--- src/rtl/cache_miss_ctrl_if.sv ---
// Signal bundle between the miss controller, core load/store path, cache and main memory.
// master = controller view, slave = environment (core/cache/memory) view.
interface cache_miss_ctrl_if #(
  parameter int DATA_W = 8,
  parameter int ADDR_W = 8
);
  logic              cpu_rd;
  logic              cpu_wr;
  logic [ADDR_W-1:0] cpu_addr;
  logic              hit;
  logic              dirty;
  logic [ADDR_W-1:0] victim_addr;
  logic              stall;
  logic              mm_rd;
  logic              mm_wr;
  logic [ADDR_W-1:0] mm_addr;
  logic [DATA_W-1:0] mm_rdata;
  logic              mm_ack;
  logic              cache_fill;
  logic [ADDR_W-1:0] fill_addr;
  logic [DATA_W-1:0] fill_data;
  logic [7:0]        miss_cnt;
  logic [7:0]        wb_cnt;
  logic              err;

  modport master (
    input  cpu_rd, cpu_wr, cpu_addr, hit, dirty, victim_addr, mm_rdata, mm_ack,
    output stall, mm_rd, mm_wr, mm_addr, cache_fill, fill_addr, fill_data,
           miss_cnt, wb_cnt, err
  );

  modport slave (
    output cpu_rd, cpu_wr, cpu_addr, hit, dirty, victim_addr, mm_rdata, mm_ack,
    input  stall, mm_rd, mm_wr, mm_addr, cache_fill, fill_addr, fill_data,
           miss_cnt, wb_cnt, err
  );
endinterface

--- src/rtl/cache_miss_ctrl.sv ---
// Cache miss sequencer: stalls the core, writes back a dirty victim, fetches the
// missing byte over a handshaked main-memory port and installs it in the cache.
module cache_miss_ctrl #(
  parameter int DATA_W  = 8,
  parameter int ADDR_W  = 8,
  parameter int TIMEOUT = 15
) (
  input logic               clk,
  input logic               rst_n,
  cache_miss_ctrl_if.master bus
);

  localparam int TO_W = (TIMEOUT < 2) ? 1 : $clog2(TIMEOUT + 1);

  typedef enum logic [1:0] {
    S_IDLE,
    S_WB,
    S_FILL,
    S_UPDATE
  } state_t;

  state_t            r_state;
  logic [TO_W-1:0]   r_tcnt;
  logic              r_mm_rd;
  logic              r_mm_wr;
  logic [ADDR_W-1:0] r_mm_addr;
  logic              r_fill;
  logic [ADDR_W-1:0] r_fill_addr;
  logic [DATA_W-1:0] r_fill_data;
  logic [7:0]        r_miss_cnt;
  logic [7:0]        r_wb_cnt;
  logic              r_err;

  logic w_access;
  logic w_miss;
  logic w_timeout;

  assign w_access  = bus.cpu_rd | bus.cpu_wr;
  assign w_miss    = w_access & ~bus.hit;
  assign w_timeout = (r_tcnt == TO_W'(TIMEOUT - 1));

  // Stall is combinational only in IDLE; gated by rst_n so reset forces it low.
  assign bus.stall      = (r_state != S_IDLE) | (w_miss & rst_n);
  assign bus.mm_rd      = r_mm_rd;
  assign bus.mm_wr      = r_mm_wr;
  assign bus.mm_addr    = r_mm_addr;
  assign bus.cache_fill = r_fill;
  assign bus.fill_addr  = r_fill_addr;
  assign bus.fill_data  = r_fill_data;
  assign bus.miss_cnt   = r_miss_cnt;
  assign bus.wb_cnt     = r_wb_cnt;
  assign bus.err        = r_err;

  always_ff @(posedge clk or negedge rst_n) begin
    if (!rst_n) begin
      r_state     <= S_IDLE;
      r_tcnt      <= '0;
      r_mm_rd     <= 1'b0;
      r_mm_wr     <= 1'b0;
      r_mm_addr   <= '0;
      r_fill      <= 1'b0;
      r_fill_addr <= '0;
      r_fill_data <= '0;
      r_miss_cnt  <= '0;
      r_wb_cnt    <= '0;
      r_err       <= 1'b0;
    end else begin
      r_fill <= 1'b0;
      case (r_state)
        S_IDLE: begin
          r_tcnt <= '0;
          if (w_miss) begin
            r_fill_addr <= bus.cpu_addr;
            if (r_miss_cnt != '1) r_miss_cnt <= r_miss_cnt + 8'd1;
            if (bus.dirty) begin
              r_state   <= S_WB;
              r_mm_wr   <= 1'b1;
              r_mm_addr <= bus.victim_addr;
            end else begin
              r_state   <= S_FILL;
              r_mm_rd   <= 1'b1;
              r_mm_addr <= bus.cpu_addr;
            end
          end
        end
        S_WB: begin
          if (bus.mm_ack) begin
            if (r_wb_cnt != '1) r_wb_cnt <= r_wb_cnt + 8'd1;
            r_mm_wr   <= 1'b0;
            r_mm_rd   <= 1'b1;
            r_mm_addr <= r_fill_addr;
            r_tcnt    <= '0;
            r_state   <= S_FILL;
          end else if (w_timeout) begin
            r_err   <= 1'b1;
            r_mm_wr <= 1'b0;
            r_tcnt  <= '0;
            r_state <= S_IDLE;
          end else begin
            r_tcnt <= r_tcnt + TO_W'(1);
          end
        end
        S_FILL: begin
          if (bus.mm_ack) begin
            r_fill_data <= bus.mm_rdata;
            r_mm_rd     <= 1'b0;
            r_fill      <= 1'b1;
            r_tcnt      <= '0;
            r_state     <= S_UPDATE;
          end else if (w_timeout) begin
            r_err   <= 1'b1;
            r_mm_rd <= 1'b0;
            r_tcnt  <= '0;
            r_state <= S_IDLE;
          end else begin
            r_tcnt <= r_tcnt + TO_W'(1);
          end
        end
        S_UPDATE: r_state <= S_IDLE;
        default:  r_state <= S_IDLE;
      endcase
    end
  end

endmodule
--- src/flat_wrapper.sv ---
// flat-port wrapper written by rule: the top's interface ports become plain ports
module cache_miss_ctrl_flat 
#(
  parameter int DATA_W  = 8,
  parameter int ADDR_W  = 8,
  parameter int TIMEOUT = 15
)
  (clk, rst_n, bus_cpu_rd, bus_cpu_wr, bus_cpu_addr, bus_hit, bus_dirty, bus_victim_addr, bus_mm_rdata, bus_mm_ack, bus_stall, bus_mm_rd, bus_mm_wr, bus_mm_addr, bus_cache_fill, bus_fill_addr, bus_fill_data, bus_miss_cnt, bus_wb_cnt, bus_err);
  cache_miss_ctrl_if #(.DATA_W(DATA_W), .ADDR_W(ADDR_W)) bus_i ();
  input logic clk;
  input logic rst_n;
  input wire logic [$bits(bus_i.cpu_rd)-1:0] bus_cpu_rd;
  input wire logic [$bits(bus_i.cpu_wr)-1:0] bus_cpu_wr;
  input wire logic [$bits(bus_i.cpu_addr)-1:0] bus_cpu_addr;
  input wire logic [$bits(bus_i.hit)-1:0] bus_hit;
  input wire logic [$bits(bus_i.dirty)-1:0] bus_dirty;
  input wire logic [$bits(bus_i.victim_addr)-1:0] bus_victim_addr;
  input wire logic [$bits(bus_i.mm_rdata)-1:0] bus_mm_rdata;
  input wire logic [$bits(bus_i.mm_ack)-1:0] bus_mm_ack;
  output wire logic [$bits(bus_i.stall)-1:0] bus_stall;
  output wire logic [$bits(bus_i.mm_rd)-1:0] bus_mm_rd;
  output wire logic [$bits(bus_i.mm_wr)-1:0] bus_mm_wr;
  output wire logic [$bits(bus_i.mm_addr)-1:0] bus_mm_addr;
  output wire logic [$bits(bus_i.cache_fill)-1:0] bus_cache_fill;
  output wire logic [$bits(bus_i.fill_addr)-1:0] bus_fill_addr;
  output wire logic [$bits(bus_i.fill_data)-1:0] bus_fill_data;
  output wire logic [$bits(bus_i.miss_cnt)-1:0] bus_miss_cnt;
  output wire logic [$bits(bus_i.wb_cnt)-1:0] bus_wb_cnt;
  output wire logic [$bits(bus_i.err)-1:0] bus_err;
  assign bus_i.cpu_rd = bus_cpu_rd;
  assign bus_i.cpu_wr = bus_cpu_wr;
  assign bus_i.cpu_addr = bus_cpu_addr;
  assign bus_i.hit = bus_hit;
  assign bus_i.dirty = bus_dirty;
  assign bus_i.victim_addr = bus_victim_addr;
  assign bus_i.mm_rdata = bus_mm_rdata;
  assign bus_i.mm_ack = bus_mm_ack;
  assign bus_stall = bus_i.stall;
  assign bus_mm_rd = bus_i.mm_rd;
  assign bus_mm_wr = bus_i.mm_wr;
  assign bus_mm_addr = bus_i.mm_addr;
  assign bus_cache_fill = bus_i.cache_fill;
  assign bus_fill_addr = bus_i.fill_addr;
  assign bus_fill_data = bus_i.fill_data;
  assign bus_miss_cnt = bus_i.miss_cnt;
  assign bus_wb_cnt = bus_i.wb_cnt;
  assign bus_err = bus_i.err;
  cache_miss_ctrl #(.DATA_W(DATA_W), .ADDR_W(ADDR_W), .TIMEOUT(TIMEOUT)) u_core (.clk(clk), .rst_n(rst_n), .bus(bus_i));
endmodule
--- config.mk ---
export PLATFORM = sky130hd
export DESIGN_NAME = cache_miss_ctrl_flat
export DESIGN_NICKNAME = d
export VERILOG_FILES = /design/src/rtl/cache_miss_ctrl_if.sv /design/src/rtl/cache_miss_ctrl.sv /design/src/flat_wrapper.sv
export SDC_FILE = /design/constraint.sdc
export NUM_CORES = 1
export LEC_CHECK = 0
export ABC_AREA = 0
export ABC_CLOCK_PERIOD_IN_PS = 2400
export BUFFER_PORTS_ARGS = -buffer_cell sky130_fd_sc_hd__buf_4
export CORE_MARGIN = 3
export CORE_UTILIZATION = 40
export CTS_BUF_LIST = sky130_fd_sc_hd__clkbuf_8
export CTS_CLUSTER_SIZE = 12
export DETAILED_ROUTE_END_ITERATION = 7
export GPL_TIMING_DRIVEN = 0
export PLACE_DENSITY = 0.72
export SLEW_MARGIN = 20
export SYNTH_ARGS = -nofsm -noshare
export SYNTH_HDL_FRONTEND = slang
export SYNTH_SLANG_ARGS = --single-unit
export TNS_END_PERCENT = 20
--- constraint.sdc ---
create_clock -name clk -period 2.4 [get_ports clk]
set_clock_uncertainty 0.1 [all_clocks]
set_input_delay 0.12 -clock clk [delete_from_list [all_inputs] [get_ports clk]]
set_output_delay 0.12 -clock clk [all_outputs]
set_load 0.01 [all_outputs]
After elaboration in Yosys (flattened, before gate mapping)
Index checks and enable logic that the tools add are counted.
{"block": "classes", "n_addsub": 3, "n_mul": 0, "div": 0, "order_cmp": 0, "n_eq_ne": 12, "n_shift": 0, "muxes": 24, "bitwise": 6, "reduce_logical": 14}
{"cell": "8-bit two-way mux", "count": 3}
{"cell": "8-bit by 1-bit adder with 8-bit output, second input constant", "count": 2}
{"cell": "8-bit inequality test, second input constant", "count": 2}
{"cell": "8-bit one-hot mux with 2 select lines", "count": 1}
{"cell": "3-bit AND reduction", "count": 4}
{"cell": "2-bit two-way mux", "count": 5}
{"cell": "1-bit two-way mux", "count": 9}
{"cell": "4-bit two-way mux", "count": 2}
{"cell": "2-bit one-hot mux with 4 select lines", "count": 1}
{"cell": "4-bit one-hot mux with 2 select lines", "count": 1}
{"cell": "2-bit inequality test, second input constant", "count": 3}
{"cell": "3-bit by 2-bit inequality test with 1-bit output, second input constant", "count": 2}
{"cell": "2-bit nonzero test", "count": 3}
{"cell": "5-bit AND reduction", "count": 1}
{"cell": "4-bit by 1-bit adder with 4-bit output, second input constant", "count": 1}
{"cell": "2-bit == test, second input constant", "count": 2}
{"cell": "4-bit == test, second input constant", "count": 1}
{"cell": "2-bit AND reduction", "count": 2}
{"cell": "4-bit AND reduction", "count": 1}
{"cell": "1-bit one-hot mux with 3 select lines", "count": 1}
{"cell": "3-bit nonzero test", "count": 1}
{"cell": "1-bit AND", "count": 2}
{"cell": "2-bit by 1-bit == test with 1-bit output, second input constant", "count": 1}
{"cell": "2-bit zero test", "count": 1}
{"cell": "5 further kinds", "count": 7}
{"block": "word_totals", "ff_bits": 50, "latchBits": 0, "ram_bits": 0, "mem_bits_ro": 0, "inputBits": 31, "output_inout_bits": 45, "elab_cells": 70, "memories": 0}

Longest topological paths before layout
Gate-level depths: netlist of run 1.
{"block": "depth", "depth_word": 4, "ltp_mapped": 8, "mapped_depth_nobuf": 6}

Worst setup path before layout of run 1
No wires, ideal clock.
{"block": "synth_path", "path_kind": "register -> register", "from": "register u_core.r_state[1]", "to": "register u_core.r_wb_cnt[6] (netlist: u_core.bus.wb_cnt[6])", "setup_ns": 0.127, "arrival_time_ns": 1.475, "required_ns": 2.173, "slack_ns": 0.697, "stages_incl_launch_ff": 7, "n_path_buf": 0, "period_less_slack_ns": 1.703, "cell_sequence": "dfrtp_1 -> inv_1 -> ha_1 -> nand2_1 -> or2_1 -> nor2_1 -> mux2_1"}
{"block": "synth_via", "elab_chain_len": 2}
{"item": "from (decl)", "line": "cache_miss_ctrl.sv:22", "rtl": "state_t r_state;"}
{"item": "from (signal assigned)", "line": "cache_miss_ctrl.sv:56", "rtl": "r_state <= S_IDLE;"}
{"item": "from (signal assigned)", "line": "cache_miss_ctrl.sv:76", "rtl": "r_state <= S_WB;"}
{"item": "from (signal assigned)", "line": "cache_miss_ctrl.sv:80", "rtl": "r_state <= S_FILL;"}
{"item": "2-bit by 1-bit == test with 1-bit output", "line": "cache_miss_ctrl.sv:69", "rtl": "case (r_state)"}
{"item": "3-bit AND reduction (no source line)"}
{"item": "to (signal assigned)", "line": "cache_miss_ctrl.sv:88", "rtl": "if (r_wb_cnt != '1) r_wb_cnt <= r_wb_cnt + 8'd1;"}
{"item": "to (decl)", "line": "cache_miss_ctrl.sv:31", "rtl": "logic [7:0] r_wb_cnt;"}
No other way between the ends.
A chain may end at the register's enable or synchronous reset.

Worst setup path in the final report of run 1
{"block": "layout_path", "from": "register u_core.r_state[1]", "to": "register u_core.r_mm_addr[2] (netlist: u_core.bus.mm_addr[2])"}
{"block": "layout_via", "elab_chain_len": 3, "word_cells_on_any_way": 7, "classes_between": "3 x eq/ne; 1 x mux; 3 x reduce/logical"}
{"item": "2-bit by 1-bit == test with 1-bit output / 2-bit zero test (equally long branches)", "line": "cache_miss_ctrl.sv:69"}
{"item": "2-bit inequality test (no source line), or another cell as far along"}
{"item": "3-bit AND reduction (no source line)"}
{"item": "to (signal assigned)", "line": "cache_miss_ctrl.sv:78", "rtl": "r_mm_addr <= bus.victim_addr;"}
{"item": "to (signal assigned)", "line": "cache_miss_ctrl.sv:82", "rtl": "r_mm_addr <= bus.cpu_addr;"}
{"item": "to (signal assigned)", "line": "cache_miss_ctrl.sv:91", "rtl": "r_mm_addr <= r_fill_addr;"}
{"item": "to (decl)", "line": "cache_miss_ctrl.sv:26", "rtl": "logic [ADDR_W-1:0] r_mm_addr;"}
Parallel ways exist; a longest one is shown, timed or not.

==> summary by stage, run 1 <==
Setup path
The critical path's slowest cell is sky130_fd_sc_hd__dfrtp_1. On the worst path, the slowest cell contributes a delay of 0.42 ns. The critical path is of the flop to flop type. In this run the critical register-to-register path is captured at u_core.bus.mm_addr[2]. The kind of end point of the critical path is a flop. The setup check on the worst reg-to-reg path leaves a slack of 0.46 ns.

The number of cells traversed by the worst register-to-register path is 7. The signal on the critical path passes through inv_1, ha_1, buf_4, clkbuf_1, nor2_1, a21oi_1, o21ai_1. Data arrives at the worst endpoint at 2.02 ns. Counting both buffers and inverters, the worst setup path holds a total of 3. Grouping stages by cell kind, the critical path spends the most delay in buffers and inverters. The maximum net fanout on the critical path is 10. The required time of the worst setup path is between 2 and 2.5 ns. The worst register-to-register path begins at u_core.r_state[1].

The worst setup path is launched from a flop.

Clock network
CTS built an H-tree with a depth of 2. Counting the buffers created by CTS gives 5. The clock-pin slew on the worst setup and hold paths is approximately 0.08 ns. TritonCTS built the clock tree. The number of sinks on the clock net is 50. The maximum buffer depth of the clock tree is 2. At the later pin of the worst-skew pair, clock insertion delay measures around 0.29 ns. Once the clock tree was built, the setup fixing pass inserted 0 buffers.

CTS placed an instance of sky130_fd_sc_hd__clkbuf_8 at the clock tree root.

Timing
Setup violations remaining at the end of the flow were counted as 0. The measured slew at the worst slew-check pin is 0.6375 ns. The final sum of negative setup slack is 0 ns. The final number of max-transition violations is 0. Hold timing on the final database bottoms out at a slack of between 0.1 and 0.15 ns. The clock period could shrink to 1.937 ns. The relative max-transition margin is 0.5750. Derived from the worst setup path, the maximum achievable clock frequency is just over 500 MHz.

The final period utilization is 0.8069. Setup repair after global routing left no endpoint under its margin. The final count of hold timing violations came to 0.

Drt
Using the TritonRoute via totals, the vias-per-cell ratio works out to around 5.1. The total DRC errors in the routed layout is 0. The DRC violation total after the first TritonRoute iteration is 59.

Summing over every cut layer, the via total after detailed routing is a little over 2k. Dividing the detail-routed wire length by the instance count gives 13.75 microns. The count of nets left with antenna violations once routing finished came out at 0. The first TritonRoute pass finished after 4 iterations. The sum of routed wire length over all layers is around 5.5 mm.

Synth
The area fraction of the dominant cell type after synthesis is 0.4904. In this run, synthesis inferred 0 flip-flops with an integrated enable. The cell type contributing the most total cell area after synthesis is sky130_fd_sc_hd__dfrtp_1. The sequential fraction of the synthesis area is 0.4904.

The main flop type after synthesis is sky130_fd_sc_hd__dfrtp_1. The average instance in the mapped netlist occupies between 10 and 15 sq um. The post-synthesis net count is 267. The number of cells produced by synthesis is roughly 230. By area the synthesized netlist is led by sky130_fd_sc_hd__dfrtp_1, sky130_fd_sc_hd__mux2_2, sky130_fd_sc_hd__ha_1, sky130_fd_sc_hd__mux2i_1, sky130_fd_sc_hd__nand2_1. The synthesized netlist contains 47 unique library cells.

The synthesized flop and latch total is 50. For this run, asynchronously set or reset flops after synthesis account for 1.000. The number of synthesis warnings is 0. The netlist area before placement is between 2000 and 3000 sq um.

Min path
The number of instances on the worst hold path is 5. The launch point of the worst hold path is bus_victim_addr[0]. The path with the worst hold slack has its endpoint at u_core.bus.mm_addr[0]. The class of the tightest hold or removal check is input port to flop.

Floorplan
The die covers about 7400 sq um. The core region is between 6000 and 7000 sq um. In this run the horizontal extent of the chip is approximately 86 microns. The floorplan has 28 rows. For this configuration, the core starts out at a cell density of 0.4209. During I/O placement, the number of pins put on the boundary was 76. The floorplan die height is around 86 microns.

Power and ir drop
The share of total power dissipated in the clock network is 0.126. The leakage power is 0.001633 uW. The fraction of power consumed by sequential logic is 0.390. Of the total power, combinational logic draws 0.484. The worst ir drop on vdd is 0.5147 mV.

The internal power of the cells totals ~2300 uW. Of the total power, the share spent switching nets is 0.3748. The power density over the cells is 1084 nW/um^2.

After layout, the design draws a total of around 3700 uW. The net switching power is between 1000 and 1500 uW.

Placement
The number of I/O port buffers is between 70 and 80. The placer's final routability congestion estimate is ~0.75. Once placement finished, the instance area stood at 3201 sq um. The total instance count after detailed placement is 375. Detailed placement ended at an HPWL of between 3 and 4 mm.

Finish
Counting the fill cells in the layout gives between 500 and 600. The library cells used most frequently in the layout, excluding fill and tap cells, are sky130_fd_sc_hd__buf_4, sky130_fd_sc_hd__dfrtp_1, sky130_fd_sc_hd__mux2_2. The library cell used most frequently in the layout, excluding fill and tap cells, is sky130_fd_sc_hd__buf_4. The layout overhead on the synthesized area is 35.36%.

The fraction of final layout cells with drive strength greater than 1 is 0.3622. 0 antenna diodes ended up in the layout. At the end of the flow, the number of nets in the layout was about 370. After the flow finishes, the layout carries non-filler instances totaling roughly 400.

The cell area after layout is about 3500 sq um.

Global routing
The initial antenna violation count is 0. The first global-routing pass estimated 9.059 mm of wire. In the global route stage, overall resource usage came out at 0.1527. The via count of the first global-routing pass is approximately 2.0k. The total overflow left after global routing is 0. Entering global routing, the biggest net connects 52 pins.

Status
The run finished with clean final reports.

Run
Across the run, the number of max-cap violations was 0.
[cell type report]
class | instances | area, sq um | area share
sequential | 50 | 1251 | 0.3623
multi-input combinational | 162 | 1220 | 0.3533
timing repair buffer | 91 | 725.7 | 0.2101
tap | 75 | 93.84 | 0.02717
clock buffer | 6 | 82.58 | 0.02391
buffer | 7 | 53.80 | 0.01558
inverter | 7 | 26.28 | 0.007609
[power by group through the flow]
stage	registers, uW	clock network [uW]	logic, uW
after floorplan	1570	0	939
after global placement	1460	0	1770
after detailed placement	1480	0	1810
after CTS	1460	500	1840
after global routing	1510	537	2010
final	1460	472	1810
[state kept, by name, summed over array words and instances (netlist names), 2 cells and up]
signal / count
u_core.r_tcnt: 4
u_core.bus.miss_cnt: 8
u_core.bus.fill_addr: 8
u_core.bus.wb_cnt: 8
u_core.bus.fill_data: 8
u_core.r_state: 2
u_core.bus.mm_addr: 8
[worst max path at each step]
stage | cells after the start | slack [ns] | start | end
after detailed placement | 7 | 0.49 | u_core.r_state[1] | u_core.bus.mm_addr[2]
after global placement | 7 | 0.50 | u_core.r_state[1] | u_core.bus.mm_addr[2]
after global routing | 7 | 0.25 | u_core.r_state[1] | u_core.bus.mm_addr[2]
after floorplan | 6 | 0.70 | u_core.r_state[1] | u_core.bus.wb_cnt[6]
after CTS | 7 | 0.46 | u_core.r_state[1] | u_core.bus.mm_addr[2]
final | 7 | 0.46 | u_core.r_state[1] | u_core.bus.mm_addr[2]
[worst register-to-register path, cell delays in order, from the launching register on]
cell and delay, ns:
sky130_fd_sc_hd__dfrtp_1 0.42, sky130_fd_sc_hd__inv_1 0.13, sky130_fd_sc_hd__ha_1 0.26, sky130_fd_sc_hd__buf_4 0.21, sky130_fd_sc_hd__clkbuf_1 0.41, sky130_fd_sc_hd__nor2_1 0.11
sky130_fd_sc_hd__a21oi_1 0.13, sky130_fd_sc_hd__o21ai_1 0.07
[cells in the mapped netlist, drive strengths merged (3+ instances only)]
| cell type | n |
|---|---|
| ha | 10 |
| a21oi | 11 |
| and3 | 3 |
| nor2 | 18 |
| mux2i | 9 |
| nand3 | 9 |
| buf | 5 |
| nand4 | 5 |
| mux2 | 24 |
| inv | 7 |
| nor3 | 3 |
| nand2 | 20 |
| xnor2 | 5 |
| o21ai | 15 |
| nand2b | 5 |
| dfrtp | 50 |
| xor2 | 3 |
[repair_timing]
action / in CTS / in global routing
hold buffers: 17 / 0
hold endpoints to repair: 66 / 0
gates resized for setup: 0 / 0
[metrics by stage]
step | util | setup slack, ns
2_1_floorplan | - | 0.6974
3_3_place_gp | 0.5281 | 0.5012
3_5_place_dp | 0.5281 | 0.4901
4_1_cts | 0.5698 | 0.4556
5_1_grt | 0.5698 | 0.2500
6_report | 0.5698 | 0.4635
[logic make-up after synthesis]
family | count (synthesis) | share of synthesized area
adders and majority gates | 10 | 0.04904
xor gates and xnor gates | 8 | 0.02747
buffers and inverters | 14 | 0.03138
AOI/OAI and AO/OA | 43 | 0.1211
and+or+nand+nor | 68 | 0.1393
DFF | 50 | 0.4904
muxes | 33 | 0.1412
[routing by layer]
| layer | vias up | wire [microns] | track usage |
|---|---|---|---|
| met5 | - | 0 | 0 |
| li1 | 993 | - | - |
| met2 | 50 | 2668 | 0.2621 |
| met4 | 0 | 43 | 0.03022 |
| met1 | 980 | 2443 | 0.1923 |
| met3 | 4 | 317 | 0.04323 |
Note: power is estimated with default switching activity, not from simulation.
==> run 2, diff against run 1 <==
- ABC_CLOCK_PERIOD_IN_PS: 2400 -> 1600
- PLACE_DENSITY: 0.72 -> 0.74
- clock period: 2.4 -> 1.6 ns (I/O delays scaled with it)
==> summary by stage, run 2 (same netlist as run 1, synthesis figures left out) <==
Drt
The DRC violation total after the first TritonRoute iteration is 98 (+66%). The mean number of vias per cell came to 5.029 (-1.3%). The sum of routed wire length over all layers is 5.881 mm (+7.5%).

The routed length per instance is 14.17 microns (+3.1%). The number of iterations in the first detailed-routing pass was 4 (unchanged). The total DRC errors in the routed layout is 0 (unchanged). The overall via count from detail_route came to 2087 (+3.0%). The antenna violation net count after detailed routing is 0 (unchanged).

Finish
The number of diodes is 0 (unchanged). Compared with the post-synthesis result, the final layout area differs by 46.15%. The final core utilization came to 0.6152 (+0.04542). The fraction of final layout cells with drive strength greater than 1 is 0.4618 (+0.09954). The library cell used most frequently in the layout, excluding fill and tap cells, is sky130_fd_sc_hd__buf_4.

Leaving out fill and tap cells, the most frequent cells in the layout are sky130_fd_sc_hd__buf_4, sky130_fd_sc_hd__dfrtp_1, sky130_fd_sc_hd__mux2_2. The non-filler instance count after layout is 415 (+4.3%). The post-layout net count was 381 (+4.4%).

Clock network
The number of sinks on the clock net is 50 (unchanged). The clock insertion delay at the later pin of the skew report came to 0.29 ns (about the same). TritonCTS built the clock tree. The number of clock buffers inserted by TritonCTS came to 5 (unchanged). The number of H-tree branching levels is 2 (unchanged). The maximum buffer depth of the clock tree is 2 (unchanged).

The clock tree root driver cell is sky130_fd_sc_hd__clkbuf_8. The number of buffers added to fix hold violations after cts is 16 (-1). The clock-pin slew on the worst setup and hold paths is 0.08 ns (about the same).

Timing
The achievable frequency is 605.2 MHz (+17%). The total setup violations reported at the end of the flow was 16 (+16). The relative max-transition margin is 0.5693 (-0.005666). The worst hold slack is -0.2924 ns (-0.4178 ns). The measured slew at the worst slew-check pin is 0.6460 ns (+0.008499 ns). The minimum period implied by the final worst setup slack is 1.652 ns (-0.2842 ns). The setup slack of the critical path after layout is -0.05230 ns (-0.5158 ns). The final count of hold timing violations is 50 (+50). The final period utilization is 1.033 (+0.2258). The final number of max-transition violations is 0 (unchanged). Setup repair after global routing could not meet its margin everywhere.

Setup path
The category of the most critical setup path is flop to flop. The slack of the worst reg-to-reg path is -0.05 ns (-0.52 ns). The kind of launch point of the worst setup path is a flop. The number of cells traversed by the worst register-to-register path came to 6 (-1).

The worst flop-to-flop path endpoint is u_core.bus.wb_cnt[6]. The kind of end point of the critical path is a flop. The required time of the worst setup path is 1.68 ns (-0.80 ns). The maximum net fanout on the critical path is 4 (-6). The critical path arrival is 1.74 ns (-0.28 ns). The startpoint of the lowest-slack register-to-register path is u_core.r_state[1].

Power and ir drop
The worst ir drop on vdd is 0.9335 mV (+81%). The part of the total power dissipated in the clock network is 0.109 (-0.017). The net switching power is 2349 uW (+67%). The fraction of power spent switching nets is 0.3735 (-0.001293).

The power density over the cells is 1686 nW/um^2 (+56%). The power share of the combinational group is 0.542 (+0.058). The leakage power was 0.001760 uW (+7.8%).

The internal power is 3939 uW (+68%). The total chip power is 6288 uW (+68%). The fraction of power consumed by sequential logic is 0.350 (-0.040).

Floorplan
The number of placement rows was 28 (unchanged). The I/O pin total was 76 (unchanged). The total die area came to 7372 sq um (unchanged). The floorplan die height came to 85.86 microns (unchanged).

The horizontal die dimension is 85.86 microns (unchanged). The placeable core area is 6061 sq um (unchanged). The initial core utilization was 0.4209 (unchanged).

Min path
In this run the worst hold path is classified as input port to asynchronous set/reset pin.

Status
The checks that failed: negative hold slack, negative setup slack. The run finished, with violations left.

Global routing
The largest net degree at the start of global routing was 52 (unchanged). The via count of the first global-routing pass was 2090 (+3.5%). The global-route total usage across every layer is 0.1598 (+0.007184). The initial antenna violation count is 0 (unchanged).

The residual overflow from global routing came to 0 (unchanged). The wire length of the first global-routing pass came to 9.632 mm (+6.3%).

Placement
The pre-CTS setup slack came to -0.1719 ns (-0.6620 ns). The total instance count after detailed placement was 375 (unchanged). The number of I/O port buffers was 74 (unchanged). The placer's final routability congestion estimate is 0.7526 (about the same). The post-detailed-placement half-perimeter wirelength is 3.942 mm (about the same).

Run
The total of max-cap violations is 0 (unchanged).
run 2: cell count changes in the layout (fill, tap and decap cells not counted), moves of 4 or more:
cell	delta
sky130_fd_sc_hd__ha_1	-5
sky130_fd_sc_hd__o21ai_1	+5
sky130_fd_sc_hd__buf_4	+12
sky130_fd_sc_hd__buf_6	+4
sky130_fd_sc_hd__o21ai_0	-5
run 2: what timing repair did:
item / in CTS / in global routing
gates resized for setup: 13 / 27
cloned: 1 / 0
pin swaps: 3 / 10
endpoints found under the setup margin: 29 / 34
endpoints found under the hold margin: 66 / 50
buffers inserted: 8 / 9
run 2: worst max-delay path, cell delays in order, from the launching register on:
cell and delay, ns:
sky130_fd_sc_hd__dfrtp_1 0.41, sky130_fd_sc_hd__inv_2 0.12, sky130_fd_sc_hd__ha_4 0.20, sky130_fd_sc_hd__nand2_4 0.06, sky130_fd_sc_hd__or2_4 0.27, sky130_fd_sc_hd__nor2_4 0.08, sky130_fd_sc_hd__mux2_4 0.30
run 2: stage by stage:
| stage | hold slack (ns) | setup TNS (ns) | area [sq um] |
|---|---|---|---|
| 2_1_floorplan | -0.3156 | -0.3648 | 2574 |
| 3_3_place_gp | 0.05289 | -2.620 | 3223 |
| 3_5_place_dp | 0.05358 | -3.473 | 3223 |
| 4_1_cts | -0.2773 | -0.6447 | 3565 |
| 5_1_grt | -0.2543 | -2.212 | 3729 |
| 6_report | -0.2924 | -0.2891 | 3729 |
run 2: power by group through the flow:
| stage | combinational [uW] | clock, uW | sequential [uW] |
|---|---|---|---|
| final | 3410 | 682 | 2200 |
| after detailed placement | 2770 | 0 | 2230 |
| after global placement | 2710 | 0 | 2200 |
| after CTS | 3070 | 714 | 2190 |
| after floorplan | 1460 | 0 | 2370 |
| after global routing | 3730 | 764 | 2280 |
run 2: layout make-up:
cell class | count | area (sq um)
inverters | 7 | 31.28
multi-input cells | 162 | 1345
flip-flops and latches | 50 | 1254
clock buffers | 5 | 68.82
repair buffers | 108 | 874.6
plain buffers | 6 | 53.80
well taps | 75 | 93.84
fillers | 511 | 2332
clock inverters | 2 | 7.507
run 2: routing by layer:
metal  vias to the layer above  part of all wire  GRT usage
met5                         -                 0          0
met4                         0                 0    0.02734
met3                         0             0.061    0.04227
met2                        57              0.49     0.2642
met1                      1001              0.45     0.2141
li1                       1029                 -          -
run 2: worst max-delay path by stage:
stage / startpoint / endpoint / slack (ns)
floorplan: u_core.r_state[0] / u_core.bus.mm_addr[1] / -0.04
global placement: u_core.r_state[1] / u_core.bus.mm_addr[2] / -0.16
detailed placement: u_core.r_state[0] / u_core.bus.fill_data[2] / -0.17
CTS: u_core.r_tcnt[0] / u_core.r_tcnt[3] / -0.07
global route: u_core.r_tcnt[0] / u_core.bus.mm_rd / -0.13
finish: u_core.r_state[1] / u_core.bus.wb_cnt[6] / -0.05
==> run 3, diff against run 2 <==
- ABC_CLOCK_PERIOD_IN_PS: 1600 -> 1700
- CELL_PAD_IN_SITES_DETAIL_PLACEMENT: default -> 1
- CELL_PAD_IN_SITES_GLOBAL_PLACEMENT: default -> 2
- CORE_UTILIZATION: 40 -> 33
- PLACE_DENSITY: 0.74 -> 0.88
- clock period: 1.6 -> 1.7 ns (I/O delays scaled with it)
==> summary by stage, run 3 (same netlist as run 1, synthesis figures left out) <==
Status
The flow ran to the end, but the final reports show violations. The checks that failed: negative hold slack.

Drt
The sum of routed wire length over all layers came to 6.466 mm (+9.9%). The DRC violation total after the first TritonRoute iteration is 32 (-67%). The overall via count from detail_route is 2115 (+1.3%). The total DRC errors in the routed layout is 0 (unchanged). The routed length per instance is 14.86 microns (+4.9%). The antenna violation net count after detailed routing is 0 (unchanged). The mean number of vias per cell is 4.862 (-3.3%).

The number of iterations in the first detailed-routing pass was 4 (unchanged).

Timing
The minimum period implied by the final worst setup slack is 1.664 ns (+0.01197 ns). The achievable frequency was 600.9 MHz (-0.72%). The final number of max-transition violations is 0 (unchanged). The relative max-transition margin was 0.5633 (-0.006014). The final period utilization came to 0.9790 (-0.05371).

The setup slack of the critical path after layout came to 0.03573 ns (+0.08803 ns). The final count of hold timing violations was 50 (unchanged). Setup repair after global routing could not meet its margin everywhere. The total setup violations reported at the end of the flow was 0 (-16). The worst hold slack was -0.2987 ns (-0.006349 ns).

The measured slew at the worst slew-check pin was 0.6550 ns (+0.009021 ns).

Power and ir drop
The leakage power is 0.001718 uW (-2.4%). The total chip power is 5738 uW (-8.7%). The worst ir drop on vdd was 0.5558 mV (-40%).

The power density over the cells is 1564 nW/um^2 (-7.2%).

Finish
The fraction of final layout cells with drive strength greater than 1 was 0.4464 (-0.01534). The cell area after layout was 3669 sq um (-1.6%). The post-layout net count is 376 (-1.3%).

The number of diodes came to 0 (unchanged). Leaving out fill and tap cells, the most frequent cell in the layout is sky130_fd_sc_hd__buf_4. The non-filler instance count after layout was 435 (+4.8%).

The area growth from synthesis to layout is 43.80%. The library cells used most frequently in the layout, excluding fill and tap cells, are sky130_fd_sc_hd__buf_4, sky130_fd_sc_hd__dfrtp_1, sky130_fd_sc_hd__mux2_2.

Setup path
The slack of the worst reg-to-reg path came to 0.04 ns (+0.09 ns). The kind of end point of the critical path is a flop. The maximum net fanout on the critical path came to 9 (+5).

The critical path arrival is 1.77 ns (+0.03 ns). The required time of the worst setup path came to 1.80 ns (+0.12 ns). The critical path is of the flop to flop type. STA classifies the critical path startpoint as a flop.

Min path
The worst hold path belongs to the class input port to asynchronous set/reset pin.

Clock network
The number of H-tree branching levels is 2 (unchanged). The clock tree from TritonCTS is yes. The maximum buffer depth of the clock tree is 2 (unchanged). The clock insertion delay at the later pin of the skew report was 0.31 ns (+0.02 ns). The number of buffers added to fix hold violations after cts is 16 (unchanged).

The cell sitting at the root of the clock tree is a sky130_fd_sc_hd__clkbuf_8. The clock-pin slew on the worst setup and hold paths is 0.09 ns (about the same). The number of sinks on the clock net is 50 (unchanged). The number of clock buffers inserted by TritonCTS is 5 (unchanged).

Placement
The placed standard-cell area is 3233 sq um (+0.31%). The post-detailed-placement half-perimeter wirelength was 4.418 mm (+12%). The placer's final routability congestion estimate came to 0.8119 (+7.9%). The number of I/O port buffers is 74 (unchanged). The pre-CTS setup slack is -0.2340 ns (-0.06205 ns).

The total instance count after detailed placement is 399 (+6.4%).

Global routing
The via count of the first global-routing pass is 2094 (+0.19%). The initial antenna violation count is 0 (unchanged). The global-route total usage across every layer is 0.1452 (-0.01462). The wire length of the first global-routing pass is 10.16 mm (+5.5%).

The largest net degree at the start of global routing is 52 (unchanged). The residual overflow from global routing came to 0 (unchanged).

Floorplan
The placeable core area came to 7370 sq um (+22%). The total die area is 8822 sq um (+20%). The floorplan die height was 93.93 microns (+9.4%). The horizontal die dimension is 93.93 microns (+9.4%). The initial core utilization is 0.3462 (-0.07475).

The I/O pin total came to 76 (unchanged). The number of placement rows came to 31 (+11%).

Run
The total of max-cap violations is 0 (unchanged).
==> run 3: cell types whose count changed in the layout (fill, tap and decap cells not counted), sizes merged <==
cell | before | now
clkinvlp | 0 | 1
buf | 96 | 91
inv | 9 | 7
clkinv | 0 | 2
==> run 3: final cells by class <==
cell class / count / area, sq um
Buffer: 7 / 61.31
Tap cell: 99 / 123.9
Clock buffer: 5 / 68.82
Inverter: 7 / 26.28
Multi-Input combinational cell: 162 / 1306
Fill cell: 817 / 3701
Clock inverter: 3 / 21.27
Sequential cell: 50 / 1254
Timing Repair Buffer: 102 / 807.0
==> run 3: worst paths after layout <==
path / startpoint / cells past startpoint / endpoint
setup / recovery: u_core.r_state[0] / 6 / u_core.bus.miss_cnt[7]
hold / removal: rst_n / 1 / u_core.bus.wb_cnt[2]
setup reg to reg: u_core.r_state[0] / 6 / u_core.bus.miss_cnt[7]
hold reg to reg: u_core.bus.mm_addr[4] / 2 / u_core.bus.mm_addr[4]
max in group asynchronous: rst_n / 1 / u_core.bus.miss_cnt[0]
min in group clk: bus_mm_ack / 3 / u_core.bus.cache_fill
==> run 3: timing repair <==
item | in CTS | in global routing
gates resized for setup | 11 | 19
hold endpoints to repair | 66 | 50
setup endpoints to repair | 24 | 25
gates cloned | 1 | 1
buffers inserted | 4 | 6
pin swaps | 0 | 5
==> run 3: stage by stage <==
stage	utilization	TNS, ns
floorplan	-	0
global placement	0.4387	-1.800
detailed placement	0.4387	-2.595
CTS	0.4815	-0.7423
global route	0.4978	-0.09812
finish	0.4978	0
==> run 3: power breakdown <==
group          total (uW)  internal, uW  switching, uW  leakage (uW)
Sequential           2060          1660            400      0.000619
Combinational        2970          1580           1390       0.00105
Clock                 705           290            416     0.0000441
==> run 3: worst max-delay path, cell delays in order (launching register included) <==
cell and delay (ns):
sky130_fd_sc_hd__dfrtp_2 0.44, sky130_fd_sc_hd__inv_2 0.12, sky130_fd_sc_hd__ha_4 0.16, sky130_fd_sc_hd__buf_6 0.13, sky130_fd_sc_hd__nand2_8 0.09, sky130_fd_sc_hd__nor3_4 0.20
sky130_fd_sc_hd__mux2_4 0.31
==> run 3: per-layer routing <==
metal	GRT usage	routed length [microns]
met2	0.2484	3216
met3	0.02724	282
met4	0.04332	83
met1	0.1858	2883
met5	0	0
